==> src/rtl/toccata_volume_ramp.sv <==
// ---------------------------------------------------------------------------
// toccata_volume_ramp
//
// Per-channel attenuation sequencer between the Toccata register file and the
// toccata_volume datapath. Host writes set a target attenuation and a mute
// bit per channel. The applied attenuation then walks toward the effective
// target one step at a time. A step is taken only on an audio zero crossing,
// or after ZC_TIMEOUT strobes without one. Consecutive steps are separated by
// STEP_DIV strobes of hold. Power-up output is fully attenuated (silent).
//
// Ports
//   clk                clock
//   rst                synchronous, active-high reset
//   sample_strobe      one-cycle pulse per audio sample; audio_in_* valid
//   audio_in_left      signed left sample, used for zero-cross detection
//   audio_in_right     signed right sample, used for zero-cross detection
//   reg_wr             register write strobe
//   reg_addr           0 = left channel, 1 = right channel
//   reg_wdata          [ATT_W] = mute, [ATT_W-1:0] = target attenuation
//   attenuation_left   applied left attenuation
//   attenuation_right  applied right attenuation
//   busy               high while either channel is not IDLE
//   ramp_done_left     one-cycle pulse when the left channel returns to IDLE
//   ramp_done_right    one-cycle pulse when the right channel returns to IDLE
//
// Channel FSM (one per channel, identical)
//   state   | meaning
//   IDLE    | attenuation equals effective target, nothing to do
//   WAIT_ZC | waiting for a zero crossing (or timeout) to take one step
//   HOLD    | minimum spacing after a step before the next may be taken
// ---------------------------------------------------------------------------
module toccata_volume_ramp #(
    parameter int ATT_W      = 6,
    parameter int STEP_DIV   = 16,
    parameter int ZC_TIMEOUT = 64
) (
    input  logic               clk,
    input  logic               rst,
    input  logic               sample_strobe,
    input  logic signed [15:0] audio_in_left,
    input  logic signed [15:0] audio_in_right,
    input  logic               reg_wr,
    input  logic               reg_addr,
    input  logic [ATT_W:0]     reg_wdata,
    output logic [ATT_W-1:0]   attenuation_left,
    output logic [ATT_W-1:0]   attenuation_right,
    output logic               busy,
    output logic               ramp_done_left,
    output logic               ramp_done_right
);

    localparam logic [ATT_W-1:0] ATT_MAX = {ATT_W{1'b1}};

    // Timers are down-counters loaded with their terminal distance and
    // compared against zero; a width of at least one bit keeps the degenerate
    // parameter value of 1 legal.
    localparam int ZW = (ZC_TIMEOUT > 1) ? $clog2(ZC_TIMEOUT) : 1;
    localparam int HW = (STEP_DIV > 1) ? $clog2(STEP_DIV) : 1;
    localparam logic [ZW-1:0] ZC_LAST   = ZW'(ZC_TIMEOUT - 1);
    localparam logic [HW-1:0] HOLD_LAST = HW'(STEP_DIV - 1);

    typedef enum logic [1:0] {
        IDLE    = 2'd0,
        WAIT_ZC = 2'd1,
        HOLD    = 2'd2
    } state_t;

    for (genvar ch = 0; ch < 2; ch++) begin : g_chan
        localparam logic CH_ADDR = 1'(ch);

        logic signed [15:0] audio;
        logic               wr_sel;
        logic [ATT_W-1:0]   target;
        logic               mute;
        logic [ATT_W-1:0]   eff_target;
        logic               prev_sign;
        logic               zc;
        logic               at_target;
        logic               step_up;
        logic               idle;
        state_t             state;
        logic [ATT_W-1:0]   attenuation;
        logic [ZW-1:0]      zc_cnt;
        logic [HW-1:0]      hold_cnt;
        logic               ramp_done;

        assign audio  = (ch == 0) ? audio_in_left : audio_in_right;
        assign wr_sel = reg_wr && (reg_addr == CH_ADDR);

        // Target/mute registers. The FSM below reads the registered values,
        // so a write only influences stepping from the following cycle on.
        always_ff @(posedge clk) begin
            if (rst) begin
                target <= ATT_MAX;
                mute   <= 1'b0;
            end else if (wr_sel) begin
                target <= reg_wdata[ATT_W-1:0];
                mute   <= reg_wdata[ATT_W];
            end
        end

        assign eff_target = mute ? ATT_MAX : target;
        assign at_target  = (attenuation == eff_target);
        // Direction is re-derived at every step, so a reversal of the target
        // mid-ramp turns around on the very next step without overshoot.
        assign step_up    = (eff_target > attenuation);

        // Only the sign of the previous sample matters for crossing detection.
        assign zc   = (audio == 16'sd0) || (audio[15] != prev_sign);
        assign idle = (state == IDLE);

        always_ff @(posedge clk) begin
            if (rst) begin
                state       <= IDLE;
                attenuation <= ATT_MAX;
                zc_cnt      <= '0;
                hold_cnt    <= '0;
                ramp_done   <= 1'b0;
                prev_sign   <= 1'b0;
            end else begin
                ramp_done <= 1'b0;

                if (sample_strobe) begin
                    prev_sign <= audio[15];
                end

                case (state)
                    IDLE: begin
                        if (!at_target) begin
                            state  <= WAIT_ZC;
                            zc_cnt <= ZC_LAST;
                        end
                    end

                    WAIT_ZC: begin
                        if (at_target) begin
                            state     <= IDLE;
                            ramp_done <= 1'b1;
                        end else if (sample_strobe) begin
                            if (zc || (zc_cnt == '0)) begin
                                // at_target is false here, so the step never
                                // leaves the 0..ATT_MAX range.
                                attenuation <= step_up ? attenuation + 1'b1
                                                       : attenuation - 1'b1;
                                state       <= HOLD;
                                hold_cnt    <= HOLD_LAST;
                            end else begin
                                zc_cnt <= zc_cnt - 1'b1;
                            end
                        end
                    end

                    HOLD: begin
                        // The hold length is fixed once entered; target writes
                        // are only looked at when it expires.
                        if (sample_strobe) begin
                            if (hold_cnt == '0) begin
                                if (at_target) begin
                                    state     <= IDLE;
                                    ramp_done <= 1'b1;
                                end else begin
                                    state  <= WAIT_ZC;
                                    zc_cnt <= ZC_LAST;
                                end
                            end else begin
                                hold_cnt <= hold_cnt - 1'b1;
                            end
                        end
                    end

                    default: begin
                        state <= IDLE;
                    end
                endcase
            end
        end
    end

    assign attenuation_left  = g_chan[0].attenuation;
    assign attenuation_right = g_chan[1].attenuation;
    assign ramp_done_left    = g_chan[0].ramp_done;
    assign ramp_done_right   = g_chan[1].ramp_done;
    assign busy              = !g_chan[0].idle || !g_chan[1].idle;

endmodule

==> config.mk <==
export PLATFORM = sky130hd
export DESIGN_NAME = toccata_volume_ramp
export DESIGN_NICKNAME = d
export VERILOG_FILES = /design/src/rtl/toccata_volume_ramp.sv
export SDC_FILE = /design/constraint.sdc
export NUM_CORES = 1
export LEC_CHECK = 0
export BUFFER_PORTS_ARGS = -buffer_cell sky130_fd_sc_hd__buf_4
export CORE_ASPECT_RATIO = 0.7
export CORE_MARGIN = 2
export CORE_UTILIZATION = 35
export DETAILED_ROUTE_END_ITERATION = 8
export GPL_ROUTABILITY_DRIVEN = 0
export GPL_TIMING_DRIVEN = 0
export PLACE_DENSITY = 0.55
export SETUP_SLACK_MARGIN = 0.15
export SYNTH_ARGS = -nofsm -noshare
export SYNTH_HDL_FRONTEND = slang
export SYNTH_SLANG_ARGS = --single-unit
==> constraint.sdc <==
create_clock -name clk -period 2.9 [get_ports clk]
set_input_delay 0.58 -clock clk [delete_from_list [all_inputs] [get_ports clk]]
set_output_delay 0.58 -clock clk [all_outputs]
set_load 0.01 [all_outputs]
Yosys cells after proc, flatten, opt, wreduce, memory -nomap -nowiden
Cells that the tools add are included.
{"block": "word_totals", "ff_bits": 54, "inputBits": 44, "out_inout_bits": 15, "word_cells": 140}
{"block": "classes", "n_mux": 54, "n_bitwise": 3, "add_sub_neg": 8, "order_cmp": 2, "n_eq_ne": 28, "reduce_logical": 29}
{"op": "$mux 6", "n": 16}
{"op": "$mux 4", "n": 10}
{"op": "$pmux 6 s3", "n": 2}
{"op": "$logic_not 16->1", "n": 2}
{"op": "$ne 2x2->1 const B", "n": 16}
{"op": "$mux 2", "n": 12}
{"op": "$reduce_and 6->1", "n": 4}
{"op": "$sub 6x1->6 const B", "n": 4}
{"op": "$pmux 4 s2", "n": 2}
{"op": "$add 6x1->6 const B", "n": 2}
{"op": "$eq 6x6->1", "n": 2}
{"op": "$gt 6x6->1", "n": 2}
{"op": "$logic_not 6->1", "n": 2}
{"op": "$ne 3x3->1 const B", "n": 4}
{"op": "$pmux 2 s3", "n": 2}
{"op": "$reduce_and 5->1", "n": 2}
{"op": "$logic_not 4->1", "n": 2}
{"op": "$mux 1", "n": 8}
{"op": "$reduce_and 4->1", "n": 2}
{"op": "$sub 4x1->4 const B", "n": 2}
{"op": "$reduce_bool 3->1", "n": 2}
{"op": "$logic_or 1x1->1", "n": 5}
{"op": "$eq 2x1->1 const B", "n": 2}
{"op": "$eq 2x2->1 const B", "n": 2}
{"op": "other kinds (7)", "n": 15}

Longest topological paths before layout
{"block": "logic_depth", "ltp_word": 7, "depth_mapped": 13}

Worst setup path after synthesis
OpenSTA, ideal clock, no wires.
{"block": "synth_path", "kind": "register -> register", "start": "reg g_chan[1].mute", "end": "reg g_chan[1].attenuation[5], in the netlist attenuation_right[5]", "setup_slack_ps": -80, "arrival_ps": 2917, "t_required_ps": 2837, "path_stages_with_launch": 13, "setup_time_ps": 63, "period_less_slack_ps": 2980, "path_cell_list": "dfxtp_1 > or2_2 > ha_1 > and4_4 > and3_4 > or2_2 > ha_1 > a211oi_1 > o21bai_1 > a21oi_1 > xor2_1 > or3_1 > nand3_1"}
{"block": "synth_between", "elab_chain_len": 4, "word_cells_on_any_way": 6, "classes_between": "order compare: 1; eq/ne: 1; mux: 2; bitwise: 1; reduce/logical: 1"}
{"item": "start, declared", "line_no": "74", "source": "logic mute;"}
{"item": "start signal, assigned", "line_no": "98", "source": "mute <= reg_wdata[ATT_W];"}
{"item": "$mux 6 *", "line_no": "102", "source": "assign eff_target = mute ? ATT_MAX : target;"}
{"item": "branches (longest 3 deep; another with $gt 6x6->1)"}
{"item": "end signal, assigned", "line_no": "143", "source": "attenuation <= step_up ? attenuation + 1'b1"}
{"item": "end, declared", "line_no": "82", "source": "logic [ATT_W-1:0] attenuation;"}
Every way passes the cells marked *.
A chain may end at the register's enable or synchronous reset.

Worst setup path in the final report
{"block": "layout_path", "start": "reg g_chan[0].mute", "end": "reg g_chan[0].attenuation[5], in the netlist attenuation_left[5]"}
{"block": "layout_between", "elab_chain_len": 4, "word_cells_on_any_way": 6, "classes_between": "order compare: 1; eq/ne: 1; mux: 2; bitwise: 1; reduce/logical: 1"}
{"item": "start, declared", "line_no": "74"}
{"item": "start signal, assigned", "line_no": "98"}
{"item": "$mux 6 *", "line_no": "102"}
{"item": "branches (longest 3 deep; another with $gt 6x6->1)"}
{"item": "end signal, assigned", "line_no": "143"}
{"item": "end, declared", "line_no": "82"}
Marks and branches as above.

==> flow_summary_export.csv <==
group,metric,value,unit
run_status,outcome,"finished, final reports clean",
clocking,clk_pin_slew,0.07,ns
power_and_ir_drop,ir_drop,445,uV
sta,finalCritPeriodShare,95.9,%
floorplan,fp.dieW,121,um
clocking,cts_root_buf,"clkbuf_16",
clocking,clock_sinks,54,
worst_setup_path,crit_slowest_cell,"dfxtp_4",
sta,timing.final.crit_period,2.78,ns
floorplan,rows,29,
hold_path,worstHoldPathType,"register to register",
worst_setup_path,crit_buf_inv,0,
synthesis,syn_inst,413,
floorplan,dieArea,0.0105,mm^2
placement,io_buffers,55,
cells_and_area,areaGrowthSynthToFinish,32.1,%
worst_setup_path,crit_fanout,7,
cells_and_area,nets,566,
sta,setup_violations,0,
synthesis,synth_edf_count,0,
sta,drv_slew,0,
sta,finClkSkew,0.00773,ns
sta,relSlewSlack,59.4,%
worst_setup_path,worstPathArrival,3.01,ns
route,wl_met1,4370,um
placement,dp_hpwl,6140,um
sta,worstMarginPinSlew,0.609,ns
grt,grt_pass1_wl,14300,um
floorplan,die_h,86.2,um
route,dr.max_layer_used,"met4",
worst_setup_path,critical_path.endpoint_type,"register",
job,drv_cap,0,
cells_and_area,drive_gt1_share,26.2,%
clocking,tritoncts,"yes",
synthesis,synth_warnings,0,
grt,grt_overflow_total,0,
power_and_ir_drop,leakage,1.94,nW
synthesis,synth_cell_type_count,43,
route,routed_wl,8350,um
cells_and_area,antenna_cells,0,
worst_setup_path,crit_required,3.13,ns
worst_setup_path,crit_path_start_kind,"register",
cells_and_area,design_area,0.00447,mm^2
placement,dp_cells,592,
route,dr.pass1.iters,4,
floorplan,core_area,0.00922,mm^2
route,avgViaCountPerCell,5.08,
synthesis,ys_seq_elements,54,
power_and_ir_drop,finalPower,3.99,mW
synthesis,synth-seq-area-share,32.0,%
floorplan,ioPinCount,59,
route,vias,3089,
synthesis,syn_avg_cell_area,8.19,um^2
placement,dpl_cell_area,0.00403,mm^2
synthesis,syn_area,0.00338,mm^2
worst_setup_path,worstSetupPathType,"register to register",
clocking,htree_levels,2,
floorplan,start_util,36.7,%
worst_setup_path,cp_top_family,"simple AND/OR/NAND/NOR gates",
route,drt_iter0_markers,150,
synthesis,synthesis.nets,495,
route,ant_nets,0,
clocking,cts_buffers,5,
route,wire_per_inst,13.7,um
cells_and_area,final_common_cell,"buf_4",
route,drc,0,
sta,final-hold-violation-count,0,
synthesis,async_flop_share,0,%
cells_and_area,final_cell_mix,"64 x buf_4, 51 x dfxtp_1, 50 x nand2_1, 34 x inv_1",
cells_and_area,instances_no_fill,608,
worst_setup_path,crit_path_cell_trace,"or2_4 -> ha_4 -> a21oi_4 -> nand2_2 -> a221oi_4 -> or2_4 -> ha_4 -> a211oi_4 -> o21bai_1 -> a21oi_1 -> xor2_1 -> or3_1 -> nand3_1",
route,met3_length,338,um
clocking,clk_latency,0.29,ns
sta,max_clock_freq,360,MHz
power_and_ir_drop,cellPowerDensity,893,mW/mm^2
grt,grt_antenna_before_repair,0,
grt,grt_max_degree,17,
route,dr_wl_met2,3620,um
clocking,hold_buffers,0,
worst_setup_path,slowest_delay,0.37,ns
sta,rsz0062_at_grt,"true",
grt,grt_usage,16.7,%
clocking,cts_max_path_buffers,2,
grt,grt_pass1_vias,3033,
synthesis,synthFlopType,"dfxtp_1",
kinds of logic (layout without fill, tap and decap cells):
kind of cell | count (synthesis) | after routing | synth area share [%]
xor+xnor | 16 | 16 | 4.14
buf+inv | 50 | 121 | 6.07
compound gates | 94 | 94 | 18.9
simple gates | 158 | 158 | 23.5
fa+ha+maj | 38 | 38 | 14.5
flops | 54 | 54 | 32.0
mux | 3 | 3 | 0.888
metrics by stage:
stage | TNS (ns) | utilization (%) | hold WS [ns] | worst slack, ns
2_1_floorplan | 0 | - | 0.432 | 0.132
3_3_place_gp | -0.175 | 43.7 | 0.449 | -0.100
3_5_place_dp | -0.220 | 43.7 | 0.459 | -0.145
4_1_cts | 0 | 48.0 | 0.476 | 0.0494
5_1_grt | -0.0377 | 48.5 | 0.503 | -0.0193
6_report | 0 | 48.5 | 0.470 | 0.120
power by group:
part	total [mW]	switching [mW]	internal, mW	leakage (nW)
combinational	2.22	1.13	1.09	1.42
sequential	1.08	0.170	0.915	0.446
clock	0.681	0.276	0.405	0.0799
cells in the mapped netlist, types with 3 or more instances:
library cell | instances | area [um^2]
a21oi_1 | 33 | 165
a21o_1 | 6 | 45.0
dfxtp_1 | 54 | 1080
xor2_1 | 8 | 70.1
nand3_1 | 30 | 150
nand2_1 | 51 | 191
or2_2 | 12 | 75.1
nor2_1 | 22 | 82.6
nor3_1 | 7 | 35.0
o21ai_0 | 9 | 45.0
o211ai_1 | 6 | 45.0
xnor2_1 | 8 | 70.1
nand2b_1 | 4 | 25.0
inv_1 | 34 | 128
or3_1 | 12 | 75.1
mux2i_1 | 3 | 30.0
a211oi_1 | 11 | 82.6
ha_1 | 36 | 450
a211oi_2 | 6 | 75.1
clkbuf_1 | 10 | 37.5
o311a_1 | 3 | 30.0
o21bai_1 | 5 | 37.5
nor4_1 | 10 | 62.6
metal layers:
metal	global-route usage (%)	vias up
li1	-	1602
met1	24.4	1428
met2	25.9	57
met3	3.09	2
met4	3.45	0
met5	0	-
state kept, by name, summed over array words and instances, names as in the netlist:
register           flops
attenuation_left       6
ramp_done_left         1
ramp_done_right        1
g_chan.hold_cnt        8
g_chan.mute            2
g_chan.state           4
g_chan.prev_sign       2
attenuation_right      6
g_chan.zc_cnt         12
g_chan.target         12
timing repair:
item | CTS | global route
cloned | 0 | 0
gates resized for setup | 27 | 8
buffers inserted | 7 | 2
endpoints found under the setup margin | 4 | 3
pin swaps | 24 | 9
hold endpoints to repair | 0 | 0
worst register-to-register path, delay by kind of cell, from the launching register on:
family / cells / cell delay (ns)
compound gates: 5 / 0.91
xor+xnor: 1 / 0.09
fa+ha+maj: 2 / 0.45
flops: 1 / 0.37
simple gates: 5 / 0.93
final timing paths:
kind	start	endpoint	slack, ns	depth (start not counted)
worst min-delay path	g_chan[1].target[0]	g_chan[1].target[0]	0.47	2
worst max-delay path	g_chan[0].mute	attenuation_left[5]	0.12	13
worst min register to register	g_chan[1].target[0]	g_chan[1].target[0]	0.47	2
worst max register to register	g_chan[0].mute	attenuation_left[5]	0.12	13
cell type report:
cell class	count	area, um^2
buffer	15	73.8
inverter	35	131
multi-input combinational	309	2370
fill	888	4750
timing repair buffer	64	480
tap	124	155
clock inverter	2	38.8
sequential	54	1090
clock buffer	5	125
No activity file was read; power rests on OpenSTA's default activity.
